## src/rtl/bp_fe_nonsynth_pkg.sv

```systemverilog
// bp_fe_nonsynth_pkg: shared drain modes, FSM states and LFSR taps for the fetch checker
package bp_fe_nonsynth_pkg;
  typedef enum logic [1:0] {e_chk_immediate, e_chk_fixed, e_chk_random, e_chk_stall} bp_fe_chk_mode_e;
  typedef enum logic [1:0] {e_idle, e_delay, e_ready} bp_fe_chk_state_e;
  // Fibonacci taps 16,14,13,11 as bit positions 15,13,12,10
  localparam logic [15:0] lfsr_taps_gc = 16'hB400;
endpackage

```

## src/rtl/bp_fe_nonsynth_chk_lfsr.sv

```systemverilog
// bp_fe_nonsynth_chk_lfsr: 16-bit Fibonacci LFSR that steps only when advance_i is high
module bp_fe_nonsynth_chk_lfsr
  import bp_fe_nonsynth_pkg::*;
#(
  parameter int          width_p = 4,
  parameter logic [15:0] seed_p  = 16'hACE1
) (
  input  logic               clk_i,
  input  logic               reset_n_i,
  input  logic               advance_i,
  output logic [width_p-1:0] lfsr_o
);
  logic [15:0] lfsr_q, lfsr_d;
  assign lfsr_d = advance_i ? {lfsr_q[14:0], ^(lfsr_q & lfsr_taps_gc)} : lfsr_q;
  assign lfsr_o = lfsr_q[width_p-1:0];
  always_ff @(posedge clk_i) begin
    if (!reset_n_i) lfsr_q <= seed_p;
    else lfsr_q <= lfsr_d;
  end
endmodule

```

## config.mk

```make
export PLATFORM = sky130hd
export DESIGN_NAME = bp_fe_nonsynth_chk_lfsr
export DESIGN_NICKNAME = d
export VERILOG_FILES = /design/src/rtl/bp_fe_nonsynth_pkg.sv /design/src/rtl/bp_fe_nonsynth_chk_lfsr.sv
export SDC_FILE = /design/constraint.sdc
export NUM_CORES = 1
export LEC_CHECK = 0
export ABC_CLOCK_PERIOD_IN_PS = 1100
export BUFFER_PORTS_ARGS = -buffer_cell sky130_fd_sc_hd__buf_2
export CORE_MARGIN = 8
export CORE_UTILIZATION = 50
export CTS_BUF_LIST = sky130_fd_sc_hd__clkbuf_2
export CTS_CLUSTER_SIZE = 14
export DETAILED_ROUTE_END_ITERATION = 7
export PLACE_DENSITY = 0.7
export SETUP_SLACK_MARGIN = 0.5
export SYNTH_ARGS = -nofsm -noshare
export SYNTH_HDL_FRONTEND = slang
export SYNTH_SLANG_ARGS = --single-unit
```

## constraint.sdc

```tcl
create_clock -name clk_i -period 1.1 [get_ports clk_i]
set_clock_uncertainty 0.1 [all_clocks]
set_input_delay 0.165 -clock clk_i [delete_from_list [all_inputs] [get_ports clk_i]]
set_output_delay 0.165 -clock clk_i [all_outputs]
set_load 0.005 [all_outputs]
```

---- Word-level counts from Yosys, hierarchy flattened ----
Cells that the tools add are included.
cells by class
  reductions and logical operators ........ 1
operators with widths
  cell                  count
  XOR reduction 16 bit  1
storage, ports and cells
  flip-flop bits (word level) ............. 16
  input port bits ......................... 3
  output and inout port bits .............. 4
  word-level logic and storage cells ...... 2

---- Longest topological paths before layout ----
Gate-level depths: netlist (run 1).
  depth after elaboration ................. 1
  gate-level depth with buffers ........... 4
  gate-level depth less buffers ........... 3

---- Least setup slack after synthesis (run 1) ----
Ideal clock, no wire load.
  kind .................................... register to register
  start ................................... register lfsr_q[10]
  end ..................................... register lfsr_q[0]
  setup time .............................. 0.124 ns
  arrival ................................. 0.691 ns
  data required time ...................... 0.876 ns
  slack ................................... 0.185 ns
  cell stages (with the launch flop) ...... 4
  buffers on the path ..................... 0
  clock period less this slack ............ 0.915 ns
  path through ............................ dfxtp_1 -> xnor2_2 -> xnor2_1 -> a31oi_1
on the way
  longest elaborated chain between the ends .. 1
RTL lines
  element                   RTL line                       RTL
  start: declaration        bp_fe_nonsynth_chk_lfsr.sv:13  logic [15:0] lfsr_q, lfsr_d;
  start signal: assignment  bp_fe_nonsynth_chk_lfsr.sv:17  if (!reset_n_i) lfsr_q <= seed_p;
  start signal: assignment  bp_fe_nonsynth_chk_lfsr.sv:18  else lfsr_q <= lfsr_d;
  XOR reduction 16 bit      bp_fe_nonsynth_chk_lfsr.sv:14  assign lfsr_d = advance_i ? {lfsr_q[14:0], ^(lfsr_q & lfsr_taps_gc)} : lfsr_q;
No other way between the ends.
A chain may end at the register's enable or synchronous reset.

---- Final worst setup path (run 1) ----
  start ................................... register lfsr_q[1]
  end ..................................... output lfsr_o[1]
RTL lines
  element           RTL line                       RTL
  end: declaration  bp_fe_nonsynth_chk_lfsr.sv:11  output logic [width_p-1:0] lfsr_o
No word-level cell between the ends.

==> results.cfg, run 1 <==
[setup_path]
path_delay_family = flip-flops
arrival_ns = 0.75
crit_buf_inv = 1
path_cells = buf_2
critPathMaxFanout = 2
worstSetupPathType = flip-flop to output pin
crit_path_end_kind = output pin
cp-start-kind = flip-flop
slowest_stage = dfxtp_2
cp.required_ns = 0.83
slowest_delay_ns = 0.37

[timing]
finalCritPeriodShare_pct = 92.0
tightestPinTransition_ns = 0.126
worst_slack_ns = 0.0881
slew_violations = 0
maxSlewHeadroom_pct = 91.4
setup_violations = 0
hold_viol = 0
rsz0062_at_grt = yes
max_freq_mhz = 988
period_minus_slack_ns = 1.01
setup_tns_ns = 0

[routing]
num_vias = 385
viasPerCell = 4.70
drc = 0
ant_nets = 0
avgRoutedWirePerCell_um = 11.5
first_pass_iters = 3
drt-total-wl_um = 947
first_iter_violations = 4

[power]
p_per_area_nw_per_um2 = 1400
power.total_mw = 1.08
vdd_ir_drop_max_mv = 0.679
p_leak_nw = 0.354

[grt]
grt.total_usage_pct = 7.69
grt_pass1_vias = 360
antenna_found_initial = 0
grt_max_degree = 18
grt_first_pass_wirelength_mm = 1.57
gr-total-overflow = 0

[synth]
synth_cell_types = 12
synth_edf_count = 0
synth_commonest_cells = 16 x dfxtp_1, 15 x mux2i_1, 8 x nor2b_1
synth_warnings = 0
syn_area_per_cell_sq_um = 11.4
yosysSeqAreaShare_pct = 48.5
netlist_instances = 58
synth-seq-cells = 16
async_flop_share_pct = 0
synth_area_sq_um = 661
yosys.cell_count.top_type = dfxtp_1
yosys.area.top_type = dfxtp_1
syn_nets = 61
ys.flop_type = dfxtp_1
netlist.area_leader.share_pct = 48.5
synthTopCellsByArea = dfxtp_1 48%, mux2i_1 23%, nor2b_1 7.6%, buf_4 4.5%, nand2_1 4.0%

[die]
rows = 13
dieArea_sq_um = 2740
die_height_um = 52.4
start_util_pct = 52.1
ios = 7
die_w_um = 52.4
coreArea_sq_um = 1270

[cells_and_area]
top_register = lfsr_q
drive_gt1_share_pct = 41.8
nets = 72
antennaDiodeCount = 0
reg.largest.list = lfsr_q (16)
final_cell_area_sq_um = 767
syn_to_final_growth_pct = 16.1
post-route-util_pct = 60.5
largest_reg_flops = 16

[clock_tree]
cts_root_buffer = clkbuf_2
clockBufferDepth = 2
ctsHoldBuffers = 0
cts.sinks = 16
cts_tree = yes
ctsHtreeMaxLevel = 1
worstSkewPairLatency_ns = 0.27
cts_made_buffers = 3
clkTransAtPathRegs_ns = 0.14

[placed_design]
placed_cell_area_sq_um = 686
dpl_worst_slack_ns = 0.182
gp_congestion = 0.687
io_buffers = 6

[min_path]
hold_path.class = primary input to flip-flop

[run]
maxCapViolCount = 0

[run_status]
status = finished, final reports clean
[per-stage QoR]
step | instances | hold WS, ns
3_5_place_dp | 74 | 0.328
6_report | 82 | 0.0376
5_1_grt | 82 | 0.0256
3_3_place_gp | 74 | 0.328
4_1_cts | 81 | 0.0268
2_1_floorplan | 58 | 0.193
[final timing paths]
| check | start | to | slack, ns | depth (start not counted) |
|---|---|---|---|---|
| setup / recovery | lfsr_q[1] | lfsr_o[1] | 0.09 | 1 |
| hold / removal | reset_n_i | lfsr_q[13] | 0.04 | 2 |
| setup reg to reg | lfsr_q[1] | lfsr_q[1] | 0.16 | 4 |
| hold reg to reg | lfsr_q[5] | lfsr_q[5] | 0.37 | 2 |
[logic make-up (layout without fill, tap and decap cells)]
| group | Yosys count | in the layout | synth area share (%) |
|---|---|---|---|
| buf+inv | 7 | 16 | 10.0 |
| mux | 15 | 15 | 22.7 |
| flops | 16 | 16 | 48.5 |
| xor+xnor | 3 | 3 | 5.11 |
| compound gates | 1 | 1 | 0.948 |
| simple gates | 16 | 16 | 12.7 |
[metal layers]
| metal | track usage, % | part of all wire (%) | vias to the layer above |
|---|---|---|---|
| met4 | 5.17 | 0.42 | 0 |
| met2 | 11.1 | 46 | 5 |
| met3 | 3.69 | 5.1 | 2 |
| met5 | 0 | 0 | - |
| li1 | - | - | 208 |
| met1 | 8.75 | 49 | 170 |
[cell usage in the layout (no fill, tap or decap)]
cell	synthesis	layout
mux2i_1	15	15
dfxtp_2	0	9
nor2b_1	8	8
nand2_1	7	7
dfxtp_1	16	6
buf_2	1	5
buf_6	1	5
clkbuf_2	0	3
xnor2_2	1	2
buf_4	4	2
xnor2_1	2	1
nor3b_1	1	1
a31oi_1	1	1
dfxtp_4	0	1
buf_12	1	1
[worst reg2reg max path, delay by kind of cell, from the launching register on]
family	cells	cell delay (ns)
DFF	1	0.36
buffers and inverters	2	0.21
muxes	1	0.12
and+or+nand+nor	1	0.06
[layout make-up]
| class | instances | area, sq um |
|---|---|---|
| Tap cell | 15 | 18.8 |
| Fill cell | 101 | 502 |
| Timing Repair Buffer | 13 | 116 |
| Sequential cell | 16 | 335 |
| Multi-Input combinational cell | 35 | 282 |
| Clock buffer | 3 | 15.0 |
[repair_timing]
action	in CTS	in global routing
pin swaps	1	2
setup buffers	4	1
setup endpoints to repair	20	20
gates resized for setup	5	5
[power by group]
group | switching [mW] | internal (mW)
logic | 0.0640 | 0.115
clock network | 0.163 | 0.0744
registers | 0.0322 | 0.626
total | 0.259 | 0.816
Note: power is estimated with default switching activity, not from simulation.
==> inputs of run 2 (changes only) <==
- CTS_BUF_LIST: sky130_fd_sc_hd__clkbuf_2 -> sky130_fd_sc_hd__clkbuf_4 sky130_fd_sc_hd__clkbuf_8
==> run 2 against run 1 <==
  * Total power increased by 4.5%
  * Combinational power grew 4%
  * Final cell count grew 1.2%
  * Die area unchanged
  * Routed wire length up 2.7%
  * Sequential power barely moved
  * Maximum frequency up 2.4%
  * Clock power is 18% higher
  * Critical path depth is the same
  * Setup slack improved by 0.023 ns
  * Flip-flop and latch count unchanged
  * Utilization is 1.6 points higher
==> results.cfg, run 2 (same netlist as run 1, synthesis figures left out) <==
[grt]
grt_pass1_vias = 378
gr-total-overflow = 0
grt.total_usage_pct = 8.09
antenna_found_initial = 0
grt_first_pass_wirelength_mm = 1.65
grt_max_degree = 18

[setup_path]
slowest_stage = dfxtp_2
cp.required_ns = 0.83
path_cells = buf_2
crit_path_end_kind = output pin
path_delay_family = flip-flops
arrival_ns = 0.72
worstSetupPathType = flip-flop to output pin
critPathMaxFanout = 2
cp-start-kind = flip-flop
slowest_delay_ns = 0.35
crit_buf_inv = 1

[min_path]
hold_path.class = primary input to flip-flop

[routing]
drc = 0
met1_length_um = 449
viasPerCell = 4.60
met2WireLength_um = 461
drt-total-wl_um = 973
avgRoutedWirePerCell_um = 11.7
route.met3.wl_um = 49
num_vias = 382
first_pass_iters = 2
highest_layer = met4
first_iter_violations = 5
ant_nets = 0

[cells_and_area]
final_common_cell = mux2i_1
top_register = lfsr_q
antennaDiodeCount = 0
fill_cells = 100
largest_reg_flops = 16
regArea_sq_um = 337
drive_gt1_share_pct = 44.1
nets = 73
syn_to_final_growth_pct = 19.1
mostFrequentLayoutCells = 15 x mux2i_1, 10 x dfxtp_2, 8 x nor2b_1
multi_input_area_sq_um = 282
reg.largest.list = lfsr_q (16)

[timing]
hold_viol = 0
rsz0062_at_grt = yes
slew_violations = 0
finalCritPeriodShare_pct = 89.9
maxSlewHeadroom_pct = 90.1
setup_tns_ns = 0
tightestPinTransition_ns = 0.145
period_minus_slack_ns = 0.988
setup_violations = 0
max_freq_mhz = 1010

[clock_tree]
ctsHoldBuffers = 0
cts_made_buffers = 3
worstSkewPairLatency_ns = 0.27
clockBufferDepth = 2
cts.sinks = 16
clkTransAtPathRegs_ns = 0.08
cts_root_buffer = clkbuf_4
cts_tree = yes
ctsHtreeMaxLevel = 1

[power]
power.total_mw = 1.12
p_leak_nw = 0.361
vdd_ir_drop_max_mv = 0.865
p_per_area_nw_per_um2 = 1430

[die]
dieArea_sq_um = 2740
die_height_um = 52.4
rows = 13
ios = 7
die_w_um = 52.4
coreArea_sq_um = 1270
start_util_pct = 52.1

[run_status]
status = finished, final reports clean

[run]
maxCapViolCount = 0

[placed_design]
io_buffers = 6
gp_congestion = 0.687
run 2: cell count changes in the layout (fill, tap and decap cells not counted), sizes merged:
cell	delta
buf	+1
run 2: through the flow:
stage	std cells	setup WS [ns]	util (%)	instance area (sq um)	hold WS (ns)
after detailed placement	74	0.182	54.0	686	0.328
after CTS	82	0.0969	60.2	763	0.0391
after global routing	83	0.0636	62.0	787	0.0463
after floorplan	58	0.214	-	696	0.193
final	83	0.112	62.0	787	0.0473
after global placement	74	0.186	54.0	686	0.328
run 2: area by class of cell:
cell class | instances | share of cell area (%)
multi-input cells | 35 | 35.8
clock buffers | 3 | 2.86
flip-flops and latches | 16 | 42.8
repair buffers | 14 | 16.2
well taps | 15 | 2.38
run 2: path summary, 6_finish.rpt:
check | from | to | slack, ns | cells after the start
hold reg to reg | lfsr_q[5] | lfsr_q[5] | 0.36 | 2
setup / recovery | lfsr_q[1] | lfsr_o[1] | 0.11 | 1
hold / removal | reset_n_i | lfsr_q[13] | 0.05 | 2
setup reg to reg | lfsr_q[10] | lfsr_q[0] | 0.16 | 3
run 2: layer usage:
metal  vias up  track usage (%)
li1        209                -
met1       166             9.40
met2         5             11.7
met3         2             3.69
met4         0             5.17
met5         -                0
run 2: what timing repair did:
item	in CTS	in global routing
endpoints found under the setup margin	20	20
pin swaps	2	3
gates resized for setup	6	6
hold endpoints to repair	0	0
setup buffers	5	1
run 2: worst register-to-register path: stages (launching register included):
cell and delay (ns):
dfxtp_4 0.36, xnor2_2 0.16, xnor2_1 0.13, a31oi_1 0.08
run 2: report_power, final:
group / internal [mW] / total, mW / switching (mW)
clock: 0.126 / 0.280 / 0.153
combinational: 0.120 / 0.186 / 0.0658
sequential: 0.626 / 0.658 / 0.0316
total: 0.873 / 1.12 / 0.251
